===== src/rtl/spi_temp_reader_if.sv =====
// -----------------------------------------------------------------------------
// spi_temp_reader_if
// Bundles the SPI pins and the frame-result signals of spi_temp_reader.
//   start    : request one frame (sampled only while the reader is idle)
//   miso     : sensor serial data into the reader
//   sclk     : SPI clock, idles low
//   cs_n     : chip select, active low
//   mosi     : command serial data out of the reader
//   spi_data : last complete 24-bit frame, [23] = first bit received
//   new_data : one-cycle strobe when spi_data updates
//   busy     : frame in progress (start acceptance through the deselect gap)
// Modports: master = the reader itself, slave = whatever drives start/miso.
// -----------------------------------------------------------------------------
interface spi_temp_reader_if;
   logic        start;
   logic        miso;
   logic        sclk;
   logic        cs_n;
   logic        mosi;
   logic [23:0] spi_data;
   logic        new_data;
   logic        busy;

   modport master (
      input  start, miso,
      output sclk, cs_n, mosi, spi_data, new_data, busy
   );

   modport slave (
      output start, miso,
      input  sclk, cs_n, mosi, spi_data, new_data, busy
   );
endinterface


===== src/rtl/spi_temp_reader.sv =====
// -----------------------------------------------------------------------------
// spi_temp_reader
// SPI master (mode 0, MSB first) reading one 24-bit frame from the temperature
// sensor and handing it to the BCD/display path as spi_data + new_data.
// CMD is shifted out on MOSI during the first 8 SCLK periods, zeros after.
//
// Ports:
//   clk  : system clock, rising edge
//   rst  : synchronous, active-high reset (aborts any frame in flight)
//   bus  : spi_temp_reader_if.master (start, miso, sclk, cs_n, mosi,
//          spi_data, new_data, busy)
//
// Parameters: CLK_DIV (clk cycles per SCLK half period, >= 1), CMD (command
// byte), POLL_PERIOD (clk cycles between automatic reads).
//
// Optional feature: define SPI_TEMP_READER_AUTO_POLL_EN to add a free-running
// poll counter that requests a frame every POLL_PERIOD cycles. Without it,
// frames start only from bus.start.
//
// Frame timeline (start accepted at edge k, D = CLK_DIV):
//   SETUP  D cycles with cs_n low, sclk low
//   SHIFT  24 bits x 2D cycles; sample on the sclk rise, advance mosi on fall
//   DONE   1 cycle, cs_n already high; spi_data/new_data registered at its end
//   GAP    D cycles of deselect time, then IDLE
// new_data is therefore high after edge k + 49*D + 1.
// -----------------------------------------------------------------------------
module spi_temp_reader #(
   parameter int unsigned CLK_DIV     = 4,
   parameter logic [7:0]  CMD         = 8'h00,
   parameter int unsigned POLL_PERIOD = 100000
) (
   input  logic              clk,
   input  logic              rst,
   spi_temp_reader_if.master bus
);

   localparam int unsigned   HW        = $clog2(CLK_DIV + 1);
   localparam logic [HW-1:0] HALF_LAST = HW'(CLK_DIV - 1);

   if (CLK_DIV == 0 || POLL_PERIOD < 2) begin : g_bad_params
      $error("spi_temp_reader: CLK_DIV must be >= 1 and POLL_PERIOD >= 2");
   end

   typedef enum logic [2:0] {
      S_IDLE,
      S_SETUP,
      S_SHIFT,
      S_DONE,
      S_GAP
   } state_e;

   state_e        state_q,    state_d;
   logic [HW-1:0] half_q,     half_d;      // cycles within the current half period
   logic [4:0]    bit_q,      bit_d;       // 23..0, never wraps below 0
   logic [23:0]   shift_q,    shift_d;     // MISO capture, LSB in
   logic [7:0]    tx_q,       tx_d;        // remaining command bits, MSB = mosi
   logic          sclk_q,     sclk_d;
   logic          cs_n_q,     cs_n_d;
   logic          busy_q,     busy_d;
   logic          new_data_q, new_data_d;
   logic [23:0]   spi_data_q, spi_data_d;
   logic          start_eff;

`ifdef SPI_TEMP_READER_AUTO_POLL_EN
   localparam int unsigned PW = $clog2(POLL_PERIOD);

   logic [PW-1:0] poll_q;
   logic          poll_tc;

   assign poll_tc = (poll_q == PW'(POLL_PERIOD - 1));

   // Free-running; a terminal count that lands outside IDLE is simply lost.
   always_ff @(posedge clk) begin
      if (rst || poll_tc) poll_q <= '0;
      else                poll_q <= poll_q + 1'b1;
   end

   assign start_eff = bus.start | poll_tc;
`else
   assign start_eff = bus.start;
`endif

   // NOTE: every _d gets its hold value first, so no path leaves one unassigned and no latch is inferred.
   always_comb begin
      state_d    = state_q;
      half_d     = half_q;
      bit_d      = bit_q;
      shift_d    = shift_q;
      tx_d       = tx_q;
      sclk_d     = sclk_q;
      cs_n_d     = cs_n_q;
      busy_d     = busy_q;
      spi_data_d = spi_data_q;
      new_data_d = 1'b0;

      unique case (state_q)
         S_IDLE: begin
            if (start_eff) begin
               state_d = S_SETUP;
               cs_n_d  = 1'b0;
               busy_d  = 1'b1;
               tx_d    = CMD;
               half_d  = '0;
               bit_d   = 5'd23;
            end
         end

         S_SETUP: begin
            if (half_q == HALF_LAST) begin
               // First rising SCLK edge; bit 23 is already on MISO since cs_n fell.
               state_d = S_SHIFT;
               half_d  = '0;
               sclk_d  = 1'b1;
               shift_d = {shift_q[22:0], bus.miso};
            end else begin
               half_d = half_q + 1'b1;
            end
         end

         S_SHIFT: begin
            if (half_q != HALF_LAST) begin
               half_d = half_q + 1'b1;
            end else begin
               half_d = '0;
               if (sclk_q) begin
                  sclk_d = 1'b0;
                  tx_d   = {tx_q[6:0], 1'b0};
               end else if (bit_q == 5'd0) begin
                  state_d = S_DONE;
                  cs_n_d  = 1'b1;
                  tx_d    = '0;
               end else begin
                  bit_d   = bit_q - 5'd1;
                  sclk_d  = 1'b1;
                  shift_d = {shift_q[22:0], bus.miso};
               end
            end
         end

         S_DONE: begin
            spi_data_d = shift_q;
            new_data_d = 1'b1;
            state_d    = S_GAP;
         end

         S_GAP: begin
            if (half_q == HALF_LAST) begin
               state_d = S_IDLE;
               half_d  = '0;
               busy_d  = 1'b0;
            end else begin
               half_d = half_q + 1'b1;
            end
         end

         default: state_d = S_IDLE;
      endcase
   end

   // NOTE: state updates use non-blocking assignment so every register samples pre-edge values.
   always_ff @(posedge clk) begin
      if (rst) begin
         state_q    <= S_IDLE;
         half_q     <= '0;
         bit_q      <= '0;
         shift_q    <= '0;
         tx_q       <= '0;
         sclk_q     <= 1'b0;
         cs_n_q     <= 1'b1;
         busy_q     <= 1'b0;
         new_data_q <= 1'b0;
         spi_data_q <= '0;
      end else begin
         state_q    <= state_d;
         half_q     <= half_d;
         bit_q      <= bit_d;
         shift_q    <= shift_d;
         tx_q       <= tx_d;
         sclk_q     <= sclk_d;
         cs_n_q     <= cs_n_d;
         busy_q     <= busy_d;
         new_data_q <= new_data_d;
         spi_data_q <= spi_data_d;
      end
   end

   assign bus.sclk     = sclk_q;
   assign bus.cs_n     = cs_n_q;
   assign bus.mosi     = tx_q[7];
   assign bus.spi_data = spi_data_q;
   assign bus.new_data = new_data_q;
   assign bus.busy     = busy_q;

endmodule


===== src/flat_wrapper.sv =====
// flat-port wrapper written by rule: the top's interface ports become plain ports
module spi_temp_reader_flat 
#(
   parameter int unsigned CLK_DIV     = 4,
   parameter logic [7:0]  CMD         = 8'h00,
   parameter int unsigned POLL_PERIOD = 100000
)
  (clk, rst, bus_start, bus_miso, bus_sclk, bus_cs_n, bus_mosi, bus_spi_data, bus_new_data, bus_busy);
  spi_temp_reader_if bus_i ();
  input  logic clk;
  input  logic rst;
  input wire logic [$bits(bus_i.start)-1:0] bus_start;
  input wire logic [$bits(bus_i.miso)-1:0] bus_miso;
  output wire logic [$bits(bus_i.sclk)-1:0] bus_sclk;
  output wire logic [$bits(bus_i.cs_n)-1:0] bus_cs_n;
  output wire logic [$bits(bus_i.mosi)-1:0] bus_mosi;
  output wire logic [$bits(bus_i.spi_data)-1:0] bus_spi_data;
  output wire logic [$bits(bus_i.new_data)-1:0] bus_new_data;
  output wire logic [$bits(bus_i.busy)-1:0] bus_busy;
  assign bus_i.start = bus_start;
  assign bus_i.miso = bus_miso;
  assign bus_sclk = bus_i.sclk;
  assign bus_cs_n = bus_i.cs_n;
  assign bus_mosi = bus_i.mosi;
  assign bus_spi_data = bus_i.spi_data;
  assign bus_new_data = bus_i.new_data;
  assign bus_busy = bus_i.busy;
  spi_temp_reader #(.CLK_DIV(CLK_DIV), .CMD(CMD), .POLL_PERIOD(POLL_PERIOD)) u_core (.clk(clk), .rst(rst), .bus(bus_i));
endmodule

===== config.mk =====
export PLATFORM = sky130hd
export DESIGN_NAME = spi_temp_reader_flat
export DESIGN_NICKNAME = d
export VERILOG_FILES = /design/src/rtl/spi_temp_reader_if.sv /design/src/rtl/spi_temp_reader.sv /design/src/flat_wrapper.sv
export SDC_FILE = /design/constraint.sdc
export NUM_CORES = 1
export LEC_CHECK = 0
export CAP_MARGIN = 0
export CORE_UTILIZATION = 44
export CTS_BUF_LIST = sky130_fd_sc_hd__clkbuf_8
export DETAILED_ROUTE_END_ITERATION = 10
export GPL_ROUTABILITY_DRIVEN = 0
export HOLD_SLACK_MARGIN = 0.03
export PLACE_DENSITY_LB_ADDON = 0.05
export SETUP_SLACK_MARGIN = 0.5
export SYNTH_ARGS = -nofsm -noshare
export SYNTH_HDL_FRONTEND = slang
export SYNTH_SLANG_ARGS = --single-unit

===== constraint.sdc =====
create_clock -name clk -period 1.86 [get_ports clk]
set_input_delay 0.186 -clock clk [delete_from_list [all_inputs] [get_ports clk]]
set_output_delay 0.186 -clock clk [all_outputs]
set_load 0.02 [all_outputs]

==> qor.yml, run 1 <==
worst_setup_path:
  cp-end-kind: "register"
  crit_slowest_cell: "or4b_4"
  start_kind: "register"
  cp_max_fo: 12
  cp.required_ns: 2.08
  r2r_end: "u_core.shift_q[3]$_SDFFE_PP0P_"
  r2r_start: "u_core.bit_q[1]$_SDFFE_PP0P_"
  path_delay_family: "simple AND/OR/NAND/NOR gates"
  path_cells: "inv_2 -> ha_4 -> or4b_4 -> buf_8 -> nand4_1 -> o211ai_2"
  path_depth: 6
  reg2reg_depth: 6
  slowest_delay_ns: 0.51
  cp_num_buf_inv: 2
  startpoint: "u_core.bit_q[1]$_SDFFE_PP0P_"
  crit_end: "u_core.shift_q[3]$_SDFFE_PP0P_"
  cp.arrival_ns: 1.79
  reg2reg_slack_ns: 0.29
  criticalPathCategory: "reg2reg"
clock_tree:
  clk_pin_slew_ns: 0.08
  cts_tree: "built"
  root_buffer: "clkbuf_8"
  cts.sinks: 63
  tritoncts.num_buffers: 9
  clockBufferDepth: 2
  cts_max_level: 3
  clk_latency_ns: 0.35
placed_design:
  dpl.hpwl_mm: 5.277
  dpl_cell_area_sq_um: 3930
  io_buffers: 31
timing:
  rsz0062_at_grt: "yes"
  period_share: 0.8446
  post-route-min-period_ns: 1.571
  hold_viol_final: 0
  drv_slew: 0
  fmax_mhz: 636.6
  setup_tns_ns: 0
  skew_ns: 0.009467
  setup_viol: 0
routing:
  finalWirelength_mm: 9.093
  avgRoutedWirePerCell_microns: 16.59
  vias_per_cell: 5.726
  drc: 0
  via_count: 3138
  ant_nets: 0
  drtPass1Iterations: 4
  drtIter0Drc: 178
global_route:
  use_met1: 0.2919
  grt_pass1_vias: 2969
  grt_pass1_wl_mm: 14.64
  busiest_layer: "met2"
  grt_max_degree: 27
  antenna_found_initial: 0
  gr-usage-all-layers: 0.2214
  grt-ovfl-total: 0
  grt_util_met3: 0.05051
  met2_usage: 0.3607
status:
  status: "completed"
yosys:
  netlist.area_leader.share: 0.3671
  ys_seq_area_frac: 0.3671
  synthCells: 396
  ys_ff_latch: 63
  synth_top_area_cell: "dfxtp_1"
  synth-edff-count: 0
  synth_area_per_cell_sq_um: 8.676
  yosys_warnings: 0
  syn_nets: 402
  ys_types: 47
  async_flop_share: 0
  yosysMostFrequentCell: "nand2_1"
  post_synth_most_frequent_cells: "nand2_1 (73), dfxtp_1 (63), nor2b_1 (29)"
  synthesis.area_sq_um: 3436
  ys.flop_type: "dfxtp_1"
  synthTopCellsByArea: "dfxtp_1 (37%), nand2_1 (8.0%), mux2i_1 (7.6%), o211ai_2 (7.3%), nor4bb_1 (7.0%)"
die:
  core_area_sq_um: 7408
  start_util: 0.4638
  num_rows: 31
  dieArea_sq_um: 8166
  num_io_pins: 33
  die_h_microns: 90.37
  fp.dieW_microns: 90.37
finish:
  final_nets: 450
  drive_gt1_frac: 0.2539
  insertedDiodeCount: 0
  final_cell_area_sq_um: 4534
  area.growth.synth_to_final_pct: 31.97
power:
  p_leak_nw: 1.735
  ir_drop_mv: 0.5656
  pwr_density_cell_nw_per_um2: 753.4
hold_path:
  min_path_type: "in2reg"
flow_run:
  maxCapViolations: 0
timing repair:
| item | CTS | global route |
|---|---|---|
| buffers inserted | 6 | 10 |
| setup endpoints to repair | 87 | 35 |
| pin swaps | 5 | 4 |
| gates cloned | 5 | 1 |
| hold buffers | 0 | 0 |
| resized for setup | 47 | 13 |
through the flow:
step	instances	util	setup WS [ns]	power, W	hold slack, ns
final	548	0.6121	0.2891	0.003416	0.2674
after global routing	548	0.6121	0.2333	0.003521	0.2904
after CTS	537	0.5899	0.3123	0.003409	0.2621
after detailed placement	510	0.5305	0.2414	0.001636	0.4458
after global placement	510	0.5305	0.2748	0.001634	0.4374
after floorplan	396	-	0.3196	0.001572	0.3762
kinds of logic after synthesis:
logic type	count (synthesis)	synth area share
buf+inv	48	0.06409
simple gates	182	0.3132
other cells	1	0.001091
fa+ha+maj	2	0.007282
mux	26	0.07575
flops	63	0.3671
compound gates	74	0.1715
area by class of cell:
type	instances	area [sq um]
Clock buffer	9	123.9
Clock inverter	7	167.7
Fill cell	668	2874
Inverter	6	22.52
Multi-Input combinational cell	288	2101
Sequential cell	63	1277
Tap cell	99	123.9
Timing Repair Buffer	76	718.2
how the worst min path moves through the flow:
stage	start	end	slack [ns]	cells past startpoint
after CTS	rst	u_core.bus.spi_data[18]$_SDFFE_PP0P_	0.26	2
after global placement	u_core.shift_q[23]$_SDFFE_PP0P_	u_core.bus.spi_data[23]$_SDFFE_PP0P_	0.44	2
after floorplan	rst	u_core.bit_q[4]$_SDFFE_PP0P_	0.38	3
final	rst	u_core.bus.spi_data[18]$_SDFFE_PP0P_	0.27	2
after global routing	rst	u_core.bus.spi_data[18]$_SDFFE_PP0P_	0.29	2
after detailed placement	u_core.bus.spi_data[1]$_SDFFE_PP0P_	u_core.bus.spi_data[1]$_SDFFE_PP0P_	0.45	2
layout by cell type (no fill, tap or decap), types with 5 or more instances in the layout:
cell type      synthesis  final
nand4_1               25     25
buf_4                  1     33
dlygate4sd2_1          0     27
clkbuf_8               0      9
o211ai_2              20     20
dfxtp_1               63     56
mux2i_1               26     25
o211ai_1               5      5
nand2_1               73     73
bufinv_16              0      5
a21oi_1               28     28
nor2b_1               29     27
nor4bb_1              24     24
worst register-to-register path, stage by stage, from the launching register on:
cell	delay (ns)
dfxtp_2	0.33
inv_2	0.07
ha_4	0.14
or4b_4	0.51
buf_8	0.18
nand4_1	0.11
o211ai_2	0.11
per-layer routing:
| layer | vias to the layer above | part of all wire |
|---|---|---|
| met5 | - | 0 |
| met4 | 0 | 0.013 |
| met3 | 12 | 0.039 |
| met2 | 61 | 0.48 |
| met1 | 1525 | 0.47 |
| li1 | 1540 | - |
sequential cells by signal, indices dropped and copies added (netlist names):
register / flops
u_core.bus.spi_data: 24
u_core.shift_q: 24
u_core.bit_q: 5
u_core.half_q: 3
u_core.state_q: 3
u_core.bus.busy: 1
u_core.bus.cs_n: 1
u_core.bus.new_data: 1
u_core.bus.sclk: 1
power breakdown:
part / internal [W] / total (W) / switching [W] / leakage, nW
logic: 0.000131 / 0.000281 / 0.000150 / 1.08
registers: 0.00136 / 0.00138 / 0.0000209 / 0.513
clock network: 0.00117 / 0.00175 / 0.000583 / 0.144
total: 0.00266 / 0.00342 / 0.000754 / 1.74
Power figures use the tool's default switching activity.
==> run 2, diff against run 1 <==
Clock period 1.86 ns to 1.5 ns, I/O delays scaled along.
==> run 2 against run 1 <==
Compared with the run above: the run now ends with setup timing left; non-clock buffer count grew 29; sequential share of layout area shrank 3.4 points; cell count grew 4.9%; global-route usage grew 2.5 points; sequential power grew 23%; worst setup slack lost 0.37 ns; critical path depth is the same; critical endpoint is now u_core.shift_q[7]$_SDFFE_PP0P_.
==> qor.yml, run 2 (same netlist as run 1, synthesis figures left out) <==
status:
  status: "complete, but fails checks"
  violations: "setup timing"
power:
  total_power_w: 0.003472  # +1.6%
  p_int_w: 0.002587  # -2.8%
  p_leak_nw: 2.153  # +24%
  ir_drop_mv: 0.5198  # -8.1%
  pwr-share-clk: 0.390  # -0.123
  sw_frac_of_total: 0.2549  # +0.03410
  power_frac_seq: 0.490  # +0.085
  pwr_density_cell_nw_per_um2: 653.3  # -13%
  netSwitchingPower_w: 0.0008852  # +17%
  p_comb_frac: 0.120  # +0.038
routing:
  via_count: 3336  # +6.3%
  vias_per_cell: 5.802  # +1.3%
  drtPass1Iterations: 4  # unchanged
  drc: 0  # unchanged
  finalWirelength_mm: 10.47  # +15%
  avgRoutedWirePerCell_microns: 18.22  # +9.8%
  drtIter0Drc: 239  # +34%
  ant_nets: 0  # unchanged
timing:
  setup_viol: 25  # +25
  fmax_mhz: 631.8  # -0.75%
  setup_tns_ns: -1.212  # -1.212 ns
  period_share: 1.055  # +0.2106
  layout_setup_ws_ns: -0.08274  # -0.3719 ns
  rsz0062_at_grt: "yes"
  hold_viol_final: 0  # unchanged
  drv_slew: 0  # unchanged
  skew_ns: 0.008389  # -0.001078 ns
  post-route-min-period_ns: 1.583  # +0.01187 ns
finish:
  final_nets: 479  # +6.4%
  final_common_cell: "buf_4"
  insertedDiodeCount: 0  # unchanged
  area.growth.synth_to_final_pct: 54.70
  final_cell_mix: "buf_4 (58), nand2_4 (34), dfxtp_1 (32)"
  drive_gt1_frac: 0.5840  # +0.3301
worst_setup_path:
  cp-end-kind: "register"
  slowest_delay_ns: 0.52  # about the same
  cp.required_ns: 1.71  # -0.37 ns
  cp.arrival_ns: 1.80  # about the same
  criticalPathCategory: "reg2reg"
  path_cells: "inv_2 -> ha_4 -> or4b_4 -> buf_12 -> nand4_1 -> o211ai_2"
  cp_max_fo: 24  # +12
  crit_slowest_cell: "or4b_4"
  start_kind: "register"
clock_tree:
  cts.sinks: 63  # unchanged
  clk_pin_slew_ns: 0.07  # about the same
  tritoncts.num_buffers: 9  # unchanged
  cts_tree: "built"
  root_buffer: "clkbuf_8"
  cts_hold_buf: 0  # unchanged
  cts_max_level: 3  # unchanged
  clk_latency_ns: 0.34  # about the same
  clockBufferDepth: 2  # unchanged
placed_design:
  dpl.hpwl_mm: 5.324  # +0.89%
  place_ws_ns: -0.1056  # -0.3470 ns
  io_buffers: 31  # unchanged
global_route:
  grt-ovfl-total: 0  # unchanged
  grt_max_degree: 47  # +74%
  grt_pass1_wl_mm: 16.06  # +9.7%
  gr-usage-all-layers: 0.2461  # +0.02463
  antenna_found_initial: 0  # unchanged
  grt_pass1_vias: 3179  # +7.1%
die:
  die_h_microns: 90.37  # unchanged
  start_util: 0.4638  # unchanged
  num_io_pins: 33  # unchanged
  num_rows: 31  # unchanged
  dieArea_sq_um: 8166  # unchanged
  fp.dieW_microns: 90.37  # unchanged
  core_area_sq_um: 7408  # unchanged
flow_run:
  maxCapViolations: 0  # unchanged
hold_path:
  min_path_type: "in2reg"
==> run 2: path summary, 6_finish.rpt <==
| path | from | to | slack, ns | cells past startpoint |
|---|---|---|---|---|
| setup / recovery | u_core.bit_q[1]$_SDFFE_PP0P_ | u_core.shift_q[7]$_SDFFE_PP0P_ | -0.08 | 6 |
| hold / removal | rst | u_core.bus.busy$_SDFFE_PP0P_ | 0.22 | 2 |
| setup reg to reg | u_core.bit_q[1]$_SDFFE_PP0P_ | u_core.shift_q[7]$_SDFFE_PP0P_ | -0.08 | 6 |
| hold reg to reg | u_core.bus.spi_data[9]$_SDFFE_PP0P_ | u_core.bus.spi_data[9]$_SDFFE_PP0P_ | 0.46 | 2 |
==> run 2: critical path, delay by kind of cell (launching register included) <==
kind	cells	cell delay, ns
compound gates	1	0.10
fa+ha+maj	1	0.13
flops	1	0.32
buf+inv	2	0.26
simple gates	2	0.63
==> run 2: repair_timing <==
action / CTS / global route
pin swaps: 36 / 38
buffers inserted: 19 / 15
resized for setup: 238 / 110
hold endpoints to repair: 0 / 0
gates cloned: 5 / 6
setup endpoints to repair: 91 / 88
==> run 2: stage by stage <==
stage | cell area [sq um] | instances | utilization | hold slack, ns
6_report | 5315 | 575 | 0.7174 | 0.2245
5_1_grt | 5315 | 575 | 0.7174 | 0.2605
2_1_floorplan | 3612 | 396 | - | 0.3402
4_1_cts | 4735 | 554 | 0.6391 | 0.1985
3_3_place_gp | 4069 | 516 | 0.5492 | 0.4381
3_5_place_dp | 4069 | 516 | 0.5492 | 0.4450
==> run 2: per-layer routing <==
layer	vias to the layer above	track usage	share of wire
met1	1646	0.3280	0.44
met2	78	0.4008	0.51
met4	0	0.09140	0.015
met5	-	0	0
li1	1597	-	-
met3	15	0.03788	0.040
==> run 2: area by class of cell <==
type | instances | area [sq um]
tap | 99 | 123.9
clock inverter | 2 | 8.758
fill | 548 | 2093
clock buffer | 12 | 165.2
multi-input combinational | 288 | 2586
sequential | 63 | 1315
inverter | 6 | 22.52
timing repair buffer | 105 | 1094
==> run 2: power groups by stage <==
stage,clock network [W],logic (W),registers [W]
finish,0.00135,0.000416,0.00170
CTS,0.00139,0.000374,0.00171
detailed placement,0,0.000317,0.00175
floorplan,0,0.000213,0.00175
global placement,0,0.000314,0.00175
global route,0.00147,0.000445,0.00170
==> run 3, diff against run 2 <==
Clock period 1.5 ns to 2 ns, I/O delays scaled along.
==> run 3 against run 2 <==
Compared with the run above: the run now ends clean; die area unchanged; maximum frequency fell by 1.4%; count of clock-buffer cells in the layout decreased by 2; critical path depth stayed put; final area decreased by 13%; sequential power shrank 24%; worst setup slack gained 0.48 ns; critical path type unchanged; global-route usage down 1.7 points.
==> qor.yml, run 3 (same netlist as run 1, synthesis figures left out) <==
clock_tree:
  cts.sinks: 63  # unchanged
  clk_pin_slew_ns: 0.07  # about the same
  cts_hold_buf: 0  # unchanged
  cts_tree: "built"
  cts_max_level: 3  # unchanged
  clockBufferDepth: 2  # unchanged
  clk_latency_ns: 0.34  # about the same
  tritoncts.num_buffers: 9  # unchanged
  root_buffer: "clkbuf_8"
worst_setup_path:
  cp-end-kind: "register"
  start_kind: "register"
  cp.required_ns: 2.25  # +0.54 ns
  criticalPathCategory: "reg2reg"
  cp_max_fo: 5  # -79%
  cp.arrival_ns: 1.85  # +0.05 ns
routing:
  finalWirelength_mm: 9.576  # -8.6%
  drc: 0  # unchanged
  via_count: 3174  # -4.9%
  vias_per_cell: 5.845  # +0.75%
  avgRoutedWirePerCell_microns: 17.64  # -3.2%
  ant_nets: 0  # unchanged
  drtPass1Iterations: 5  # +1
  drtIter0Drc: 239  # unchanged
finish:
  area.growth.synth_to_final_pct: 34.89
  insertedDiodeCount: 0  # unchanged
  final_cell_area_sq_um: 4634  # -13%
  multi_input_area_sq_um: 2117  # -18%
  final_cell_mix: "nand2_1 (73), dfxtp_1 (56), nor2b_1 (29)"
  regArea_sq_um: 1275  # -3.0%
  drive_gt1_frac: 0.2545  # -0.3295
  final_nets: 445  # -7.1%
  fillers: 635  # +16%
  final_common_cell: "nand2_1"
global_route:
  busiest_layer: "met2"
  grt-ovfl-total: 0  # unchanged
  grt_pass1_vias: 2940  # -7.5%
  met2_usage: 0.3537  # -0.04707
  grt_util_met3: 0.02862  # -0.009259
  grt_max_degree: 37  # -21%
  gr-usage-all-layers: 0.2291  # -0.01697
  use_met1: 0.3250  # -0.002950
  antenna_found_initial: 0  # unchanged
  grt_pass1_wl_mm: 14.99  # -6.6%
power:
  pwr_density_cell_nw_per_um2: 610.7  # -6.5%
  ir_drop_mv: 0.3414  # -34%
  p_leak_nw: 1.922  # -11%
die:
  start_util: 0.4638  # unchanged
  core_area_sq_um: 7408  # unchanged
  dieArea_sq_um: 8166  # unchanged
  num_io_pins: 33  # unchanged
  num_rows: 31  # unchanged
  fp.dieW_microns: 90.37  # unchanged
  die_h_microns: 90.37  # unchanged
timing:
  fmax_mhz: 622.9  # -1.4%
  drv_slew: 0  # unchanged
  hold_viol_final: 0  # unchanged
  setup_tns_ns: 0  # +1.212 ns
  skew_ns: 0.01650  # +0.008111 ns
  slew_headroom: 0.6398
  post-route-min-period_ns: 1.605  # +0.02255 ns
  setup_viol: 0  # -100%
  rsz0062_at_grt: "yes"
  tightest_slew_ns: 0.5389
  period_share: 0.8026  # -0.2525
placed_design:
  dpl_cell_area_sq_um: 3832  # -5.8%
  io_buffers: 31  # unchanged
  dpl.hpwl_mm: 5.199  # -2.3%
flow_run:
  maxCapViolations: 0  # unchanged
status:
  status: "completed"
hold_path:
  min_path_type: "in2reg"
-- run 3: cell types whose count changed in the layout (fill, tap and decap cells not counted), sizes merged --
cell	previous run	this run
bufbuf	0	1
bufinv	0	2
clkdlybuf4s50	2	5
clkinv	1	3
buf	99	39
inv	7	6
clkinvlp	0	1
dlygate4sd2	0	8
dlymetal6s2s	0	17
clkbuf	16	11
-- run 3: layer usage --
layer	part of all wire	up-vias	wire length, microns
li1	-	1535	-
met1	0.47	1521	4529
met2	0.46	108	4452
met3	0.050	10	482
met4	0.012	0	112
met5	0	-	0
-- run 3: final cells by class --
cell class | instances | share of cell area
tap | 99 | 0.02673
timing repair buffer | 71 | 0.1866
clock buffer | 10 | 0.02970
sequential | 63 | 0.2751
clock inverter | 6 | 0.02025
multi-input combinational | 288 | 0.4568
inverter | 6 | 0.004860
-- run 3: through the flow --
step / hold WS, ns / worst slack [ns] / instances / power [W] / utilization
final: 0.1827 / 0.3947 / 543 / 0.002830 / 0.6256
after global routing: 0.1639 / 0.3055 / 543 / 0.002939 / 0.6256
after floorplan: 0.3902 / 0.4593 / 396 / 0.001460 / -
after CTS: 0.1503 / 0.3893 / 539 / 0.002833 / 0.5974
after detailed placement: 0.4409 / 0.2174 / 501 / 0.001512 / 0.5173
after global placement: 0.4340 / 0.2556 / 501 / 0.001511 / 0.5173
-- run 3: worst max-delay path: stages, from the launching register on --
cell	delay (ns)
dfxtp_2	0.33
inv_2	0.08
ha_4	0.14
buf_4	0.10
or4b_4	0.50
a41o_1	0.22
a31oi_1	0.16
-- run 3: final timing paths --
check | start | to | slack (ns) | cells past startpoint
hold reg to reg | u_core.bus.spi_data[9]$_SDFFE_PP0P_ | u_core.bus.spi_data[9]$_SDFFE_PP0P_ | 0.45 | 2
setup / recovery | u_core.bit_q[0]$_SDFFE_PP0P_ | u_core.bit_q[0]$_SDFFE_PP0P_ | 0.39 | 6
setup reg to reg | u_core.bit_q[0]$_SDFFE_PP0P_ | u_core.bit_q[0]$_SDFFE_PP0P_ | 0.39 | 6
hold / removal | rst | u_core.bus.busy$_SDFFE_PP0P_ | 0.18 | 2
-- run 3: power breakdown --
part | switching (W) | leakage, nW | internal (W)
logic | 0.000137 | 1.30 | 0.000109
clock network | 0.000550 | 0.113 | 0.000742
registers | 0.0000230 | 0.513 | 0.00127
total | 0.000710 | 1.92 | 0.00212
-- run 3: repair_timing --
action | in CTS | in global routing
buffers inserted | 14 | 3
gates cloned | 8 | 1
setup endpoints to repair | 66 | 53
resized for setup | 26 | 44
pin swaps | 4 | 8
